### src/rtl/vslc_sevenseg_scan.sv
// vslc_sevenseg_scan: dual-digit 7-segment scanner for the VSLC uo_out byte.
// High nibble is shown on digit 1, low nibble on digit 0. Each digit gets a
// slot of SCAN_DIV cycles. Both enables are held off for the first
// DEAD_CYCLES of every slot so the previous digit's pattern cannot ghost.
// A shadow register is copied to the display register only on the frame
// boundary (the wrap from digit 1 to digit 0), so a frame never shows a
// mix of old and new digits.
// Optional feature: define VSLC_7SEG_DIM_EN to add a 4-bit free-running PWM
// that gates the active enable with duty (brightness+1)/16.
// Interface contract: load is a single-cycle strobe with no back-pressure.
// value/dp_in are captured on any edge where load=1, and the last load
// before a frame boundary wins.
module vslc_sevenseg_scan #(
  parameter int SCAN_DIV    = 1000,
  parameter int DEAD_CYCLES = 16,
  parameter int SEG_ACT_LOW = 1,
  parameter int EN_ACT_LOW  = 0
) (
  input  logic       clk,
  input  logic       rst_n,
  input  logic [7:0] value,
  input  logic       load,
  input  logic [1:0] dp_in,
  input  logic       blank,
  input  logic [3:0] brightness,
  output logic [6:0] seg,
  output logic       seg_dp,
  output logic [1:0] dig_en,
  output logic       frame
);

  localparam logic [15:0] CNT_LAST = 16'(SCAN_DIV - 1);
  localparam logic [15:0] CNT_DEAD = 16'(DEAD_CYCLES);
  localparam logic        SEG_INV  = (SEG_ACT_LOW != 0);
  localparam logic        EN_INV   = (EN_ACT_LOW != 0);

  logic [15:0] cnt;
  logic        digit;
  logic [7:0]  shadow;
  logic [1:0]  shadow_dp;
  logic [7:0]  disp;
  logic [1:0]  disp_dp;

  logic        wrap;
  logic        boundary;
  logic [3:0]  nib;
  logic        dp_cur;
  logic [6:0]  pat;
  logic        en_on;
  logic [1:0]  en_raw;

`ifdef VSLC_7SEG_DIM_EN
  logic [3:0] pwm;

  // Free-running PWM phase used to gate the active enable.
  always_ff @(posedge clk) begin
    if (!rst_n) pwm <= 4'd0;
    else        pwm <= pwm + 4'd1;
  end
`else
  // Brightness has no effect without the dimming feature.
  logic unused_brightness;
  assign unused_brightness = ^brightness;
`endif

  // Slot end and frame boundary detection.
  always_comb begin
    wrap     = (cnt == CNT_LAST);
    boundary = wrap && digit;
  end

  // Select the current digit's nibble and decimal point, then hex-decode.
  always_comb begin
    nib    = digit ? disp[7:4] : disp[3:0];
    dp_cur = digit ? disp_dp[1] : disp_dp[0];
    pat    = 7'h00;
    case (nib)
      4'h0: pat = 7'h3F;
      4'h1: pat = 7'h06;
      4'h2: pat = 7'h5B;
      4'h3: pat = 7'h4F;
      4'h4: pat = 7'h66;
      4'h5: pat = 7'h6D;
      4'h6: pat = 7'h7D;
      4'h7: pat = 7'h07;
      4'h8: pat = 7'h7F;
      4'h9: pat = 7'h6F;
      4'hA: pat = 7'h77;
      4'hB: pat = 7'h7C;
      4'hC: pat = 7'h39;
      4'hD: pat = 7'h5E;
      4'hE: pat = 7'h79;
      4'hF: pat = 7'h71;
      default: pat = 7'h00;
    endcase
  end

  // Enable of the active digit outside dead time, unless blanked or dimmed.
  always_comb begin
    en_on = (cnt >= CNT_DEAD) && !blank;
`ifdef VSLC_7SEG_DIM_EN
    en_on = en_on && (pwm <= brightness);
`endif
    en_raw = 2'b00;
    if (en_on) en_raw = digit ? 2'b10 : 2'b01;
  end

  // Slot counter and digit select.
  always_ff @(posedge clk) begin
    if (!rst_n) begin
      cnt   <= 16'd0;
      digit <= 1'b0;
    end else begin
      cnt <= wrap ? 16'd0 : cnt + 16'd1;
      if (wrap) digit <= ~digit;
    end
  end

  // Shadow capture on load; display reload only on the frame boundary,
  // using the shadow contents from before this edge.
  always_ff @(posedge clk) begin
    if (!rst_n) begin
      shadow    <= 8'h00;
      shadow_dp <= 2'b00;
      disp      <= 8'h00;
      disp_dp   <= 2'b00;
    end else begin
      if (load) begin
        shadow    <= value;
        shadow_dp <= dp_in;
      end
      if (boundary) begin
        disp    <= shadow;
        disp_dp <= shadow_dp;
      end
    end
  end

  // Registered pin drivers with polarity applied.
  always_ff @(posedge clk) begin
    if (!rst_n) begin
      seg    <= {7{SEG_INV}};
      seg_dp <= SEG_INV;
      dig_en <= {2{EN_INV}};
      frame  <= 1'b0;
    end else begin
      seg    <= pat ^ {7{SEG_INV}};
      seg_dp <= dp_cur ^ SEG_INV;
      dig_en <= en_raw ^ {2{EN_INV}};
      frame  <= boundary;
    end
  end

endmodule

### config.mk
export PLATFORM = sky130hd
export DESIGN_NAME = vslc_sevenseg_scan
export DESIGN_NICKNAME = d
export VERILOG_FILES = /design/src/rtl/vslc_sevenseg_scan.sv
export SDC_FILE = /design/constraint.sdc
export NUM_CORES = 1
export LEC_CHECK = 0
export BUFFER_PORTS_ARGS = -buffer_cell sky130_fd_sc_hd__buf_2
export CORE_MARGIN = 2
export CORE_UTILIZATION = 35
export CTS_CLUSTER_DIAMETER = 200
export CTS_CLUSTER_SIZE = 12
export DETAILED_ROUTE_END_ITERATION = 10
export PLACE_DENSITY = 0.51
export SYNTH_ARGS = -nofsm -noshare
export SYNTH_HDL_FRONTEND = slang
export SYNTH_SLANG_ARGS = --single-unit
### constraint.sdc
create_clock -name clk -period 5.8 [get_ports clk]
set_input_delay 0.87 -clock clk [delete_from_list [all_inputs] [get_ports clk]]
set_output_delay 0.87 -clock clk [all_outputs]
set_load 0.02 [all_outputs]
; ---- Yosys cells after proc, flatten, opt, wreduce, memory -nomap -nowiden
; Memory sizes are Yosys's and may differ from the RTL's.
; Index checks and enable logic that the tools add are counted.
[op_classes]
addsub = 1
order_cmp = 1
n_eq_ne = 1
bitwise = 4
muxes = 3
n_reduce_logical = 5
[op_table]
columns = operator, n
row1 = $add A16 B1 Y16 const B, 1
row2 = $eq A16 B10 Y1 const B, 1
row3 = $ge A16 B5 Y1 const B, 1
row4 = $not A7 Y7, 1
row5 = $mux W4, 1
row6 = $not A1 Y1, 3
row7 = $logic_and A1 B1 Y1, 2
row8 = $mux W2, 1
row9 = $reduce_and A2 Y1, 1
row10 = $reduce_or A2 Y1, 1
row11 = $logic_not A1 Y1, 1
row12 = $mux W1, 1
[totals]
input_bits = 18
elab_cells = 26
romBits = 112
ff_bits = 48
memories = 1
out_inout_bits = 11
[memory_table]
columns = name, words, width, rd, rd_clocked_by_memory_dff, write_ports, line
row1 = (no name shown), 16, 7, 1, 0, 0, 77  ; case (nib)

; ---- Longest topological paths before layout
[logic_depth]
depth_word = 3
mapped_depth = 7
ltp_nobuf = 6

; ---- Least setup slack after synthesis
; No wires, ideal clock.
[synth_path]
kind = flip-flop to flip-flop
from = register digit
to = register seg[3]
stages_incl_launch_ff = 7
path_slack_ns = 3.798
synth_period_minus_slack_ns = 2.002
arrival_ns = 1.885
path_buffers = 1
t_required_ns = 5.683
path_cell_list = dfxtp_1 -> buf_2 -> mux2i_1 -> inv_1 -> ha_1 -> mux4_2 -> nand2b_1
[synth_via]
elab_chain_cells = 3
[synth_rtl]
columns = element, line
row1 = start: declaration, 38  ; logic digit;
row2 = start signal: assignment, 115  ; if (wrap) digit <= ~digit;
row3 = $mux W4, 74  ; nib = digit ? disp[7:4] : disp[3:0];
row4 = $mem_v2 Z16 W7, n/a
row5 = $not A7 Y7 (no line), n/a
row6 = end signal: assignment, 142  ; seg <= {7{SEG_INV}};
row7 = end signal: assignment, 147  ; seg <= pat ^ {7{SEG_INV}};
row8 = end: declaration, 26  ; output logic [6:0] seg,
; Every way passes these cells.
; A chain may end at the register's enable or synchronous reset.

; ---- Worst setup path in the final report
; Same ends and word-level chain as after synthesis.

==> results.txt <==
----------------------------------------------------
[Finish]
  Fraction of final layout cells sized beyond drive strength 1 ... 0.163
  Antenna Diode Count ... 0
  Final design area excluding fillers ... 2370 µm²
  Growth of design area from synthesis to finish ... 12.4%
  Fill cell total of the finished layout ... 618
  Post-layout nets ... 264

[Worst setup path]
  Worst Setup Start Kind ... register
  Critical path endpoint category ... register
  Crit Path Max Fanout ... 12
  Number of cells traversed by the worst register-to-register path ... 3
  Required @ worst endpoint ... 5.96 ns
  Reg-to-reg critical path endpoint ... seg[3]
  First element of the critical path ... digit
  Worst setup path category ... reg2reg
  Critical path arrival ... 2.63 ns
  Register-to-Register Setup Slack ... 3.33 ns
  Reg-to-reg critical path startpoint ... digit

[Logic synthesis]
  Synth warn ... 0
  Mean area per synthesized cell ... 9.77 µm²
  Synthesis-stage register bit count ... 48
  Synth Net Count ... 242
  Cell area after synthesis ... 2110 µm²
  Number of enable-type register cells in the synthesized netlist ... 0
  Mapped Cells ... 216
  Largest cells by area after synthesis ... dfxtp_1, mux2i_1, ha_1
  Yosys top cell area share ... 0.455
  Sequential fraction of the synthesis area ... 0.455
  Most common cell in the synthesized netlist ... dfxtp_1
  Post-synth ARST share ... 0
  Most instantiated cells after synthesis ... dfxtp_1, mux2i_1, nand2_1, nor2b_1, nor2_1
  Count of unique library cells instantiated by Yosys ... 36
  Cell type with the highest aggregate area in the netlist ... dfxtp_1
  Most used flip-flop cell after synthesis ... dfxtp_1

[Die]
  Y dimension of the die ... 81.7 µm
  I/O pin total ... 29
  Width of the chip ... 81.7 µm
  Starting density of the core ... 0.359
  Area inside the core boundary ... 5890 µm²
  FP Rows ... 28
  Full die area ... 6670 µm²

[Routing]
  Number of DRC violations after detailed routing ... 0
  Antenna viol nets, final ... 0
  Per-cell routed wire length ... 11.8 µm
  Number of DRC markers after the initial detailed-route iteration ... 62
  Total wire length ... 3700 µm
  Via count ... 1,480
  Length of the first detailed-routing pass in iterations ... 4
  Per-cell via count in the routed design ... 4.71

[Clock tree]
  Number of buffers inserted by post-CTS setup repair ... 0
  CTS H-tree depth ... 2
  Clock transition at the registers of the reported paths ... 0.09 ns
  Post-cts repair resize count ... 0
  Max clock buf depth ... 2
  Root cell of the clock tree ... clkbuf_8
  Number of buffers inserted for hold repair after clock tree synthesis ... 0
  Clk sinks ... 48
  TritonCTS clock tree ... yes
  Source-to-sink clock delay at the later pin of the worst-skew pair ... 0.30 ns
  Number of buffers created by CTS ... 5

[Global route]
  Final global-route overflow total ... 0
  First-pass GRT wire length ... 6210 µm
  Vias in the first global route ... 1,314
  Total global-route track usage ... 0.122
  Pin count of the biggest net entering global routing ... 43
  Antenna violations before repair ... 0

[Worst hold path]
  Hold EP ... disp[0]
  Hold Path Cell Cnt ... 2
  Launch instance of the worst min-delay path ... shadow[0]
  Min-Delay Path Class ... reg2reg

[Timing]
  Final setup violating endpoints ... 0
  Max-slew headroom ... 0.284
  Final max-slew violation count ... 0
  Clock Skews ... 0.00939 ns
  Pin slew with the least headroom to its limit ... 1.04 ns
  Maximum operating frequency ... 405 MHz
  Final critical-path share of the clock period ... 0.425
  Hold Vio Cnt, Final ... 0
  Clock period minus worst slack ... 2.47 ns
  RSZ-0062 raised after global routing ... no
  Total Neg Setup Slack ... 0 ns

[Power and ir drop]
  Peak VDD IR ... 0.0000934 V
  Share of total power in combinational logic ... 0.051
  Sw Ratio ... 0.233
  Internal ... 437 µW
  Static Leakage ... 0.964 nW
  Net switching power figure ... 132 µW
  Register share of total power ... 0.601
  Share of total power in the clock network ... 0.348
  Power per standard cell area ... 240 nW/µm²

[Run]
  Max-cap violation count ... 0

[Place]
  Total of buffers placed on input and output ports ... 24
  Detail Placement HPWL ... 2550 µm
  Total cell area at the placement stage ... 2280 µm²
  Global placement routability congestion ... 0.759

[Run status]
  Result of the run ... finished clean

----------------------------------------------------
per-stage QoR:
step	cells	util	power, mW	setup WS, ns	hold WS [ns]
2_1_floorplan	216	-	0.369	3.80	0.434
3_3_place_gp	306	0.388	0.379	3.38	0.445
3_5_place_dp	306	0.388	0.380	3.32	0.452
4_1_cts	314	0.403	0.581	3.30	0.467
5_1_grt	314	0.403	0.597	3.17	0.494
6_report	314	0.403	0.569	3.33	0.462
flip-flops by register name (all words and copies together), names as in the netlist:
| signal | count |
|---|---|
| frame | 1 |
| disp | 8 |
| disp_dp | 2 |
| seg | 7 |
| shadow_dp | 2 |
| dig_en | 2 |
| cnt | 16 |
| digit | 1 |
| shadow | 8 |
| seg_dp | 1 |
per-layer routing:
metal / GRT usage / routed length [µm] / share of wire / vias to the layer above
met2: 0.175 / 1470 / 0.40 / 26
met3: 0.0352 / 181 / 0.049 / 6
met1: 0.169 / 1970 / 0.53 / 661
li1: - / - / - / 787
met4: 0.0550 / 75 / 0.020 / 0
met5: 0 / 0 / 0 / -
power groups by stage:
stage	sequential (mW)	combinational, mW	clock (mW)
floorplan	0.352	0.0176	0
global placement	0.350	0.0296	0
detailed placement	0.350	0.0298	0
CTS	0.342	0.0299	0.209
global route	0.343	0.0331	0.221
finish	0.342	0.0292	0.198
cells in the final DEF (no fill, tap or decap), types with 7 or more instances in the layout:
cell and n:
dfxtp_1 48, mux2i_1 25, buf_2 24, nand2_1 23, nor2b_1 14, nor2_1 13, xnor2_1 9, inv_1 8
ha_1 8, nand3_1 7
worst max path at each step:
stage / depth (start not counted) / endpoint / slack [ns]
4_1_cts: 3 / seg[3] / 3.30
2_1_floorplan: 6 / seg[3] / 3.80
3_3_place_gp: 3 / seg[3] / 3.38
6_report: 3 / seg[3] / 3.33
5_1_grt: 3 / seg[3] / 3.17
3_5_place_dp: 3 / seg[3] / 3.32
final cells by class:
class / count / area (µm²) / share of cell area
clock buffers: 5 / 68.8 / 0.0290
flip-flops and latches: 48 / 961 / 0.405
repair buffers: 24 / 120 / 0.0506
inverters: 8 / 30.0 / 0.0127
well taps: 75 / 93.8 / 0.0396
multi-input cells: 151 / 1080 / 0.454
clock inverters: 3 / 22.5 / 0.00949
critical path, stage by stage, from the launching register on:
cell and delay, ns:
dfxtp_1 0.66, mux2i_1 0.92, mux4_2 0.59, nand2b_1 0.16
cells by family after synthesis:
group	Yosys count	share of synthesized area
AND/OR/NAND/NOR	88	0.226
flip-flops	48	0.455
multiplexers	28	0.140
buffers and inverters	17	0.0350
AO/OA/AOI/OAI	14	0.0421
XOR/XNOR	13	0.0539
adder cells (fa/ha/maj)	8	0.0474
Power figures use the tool's default switching activity.
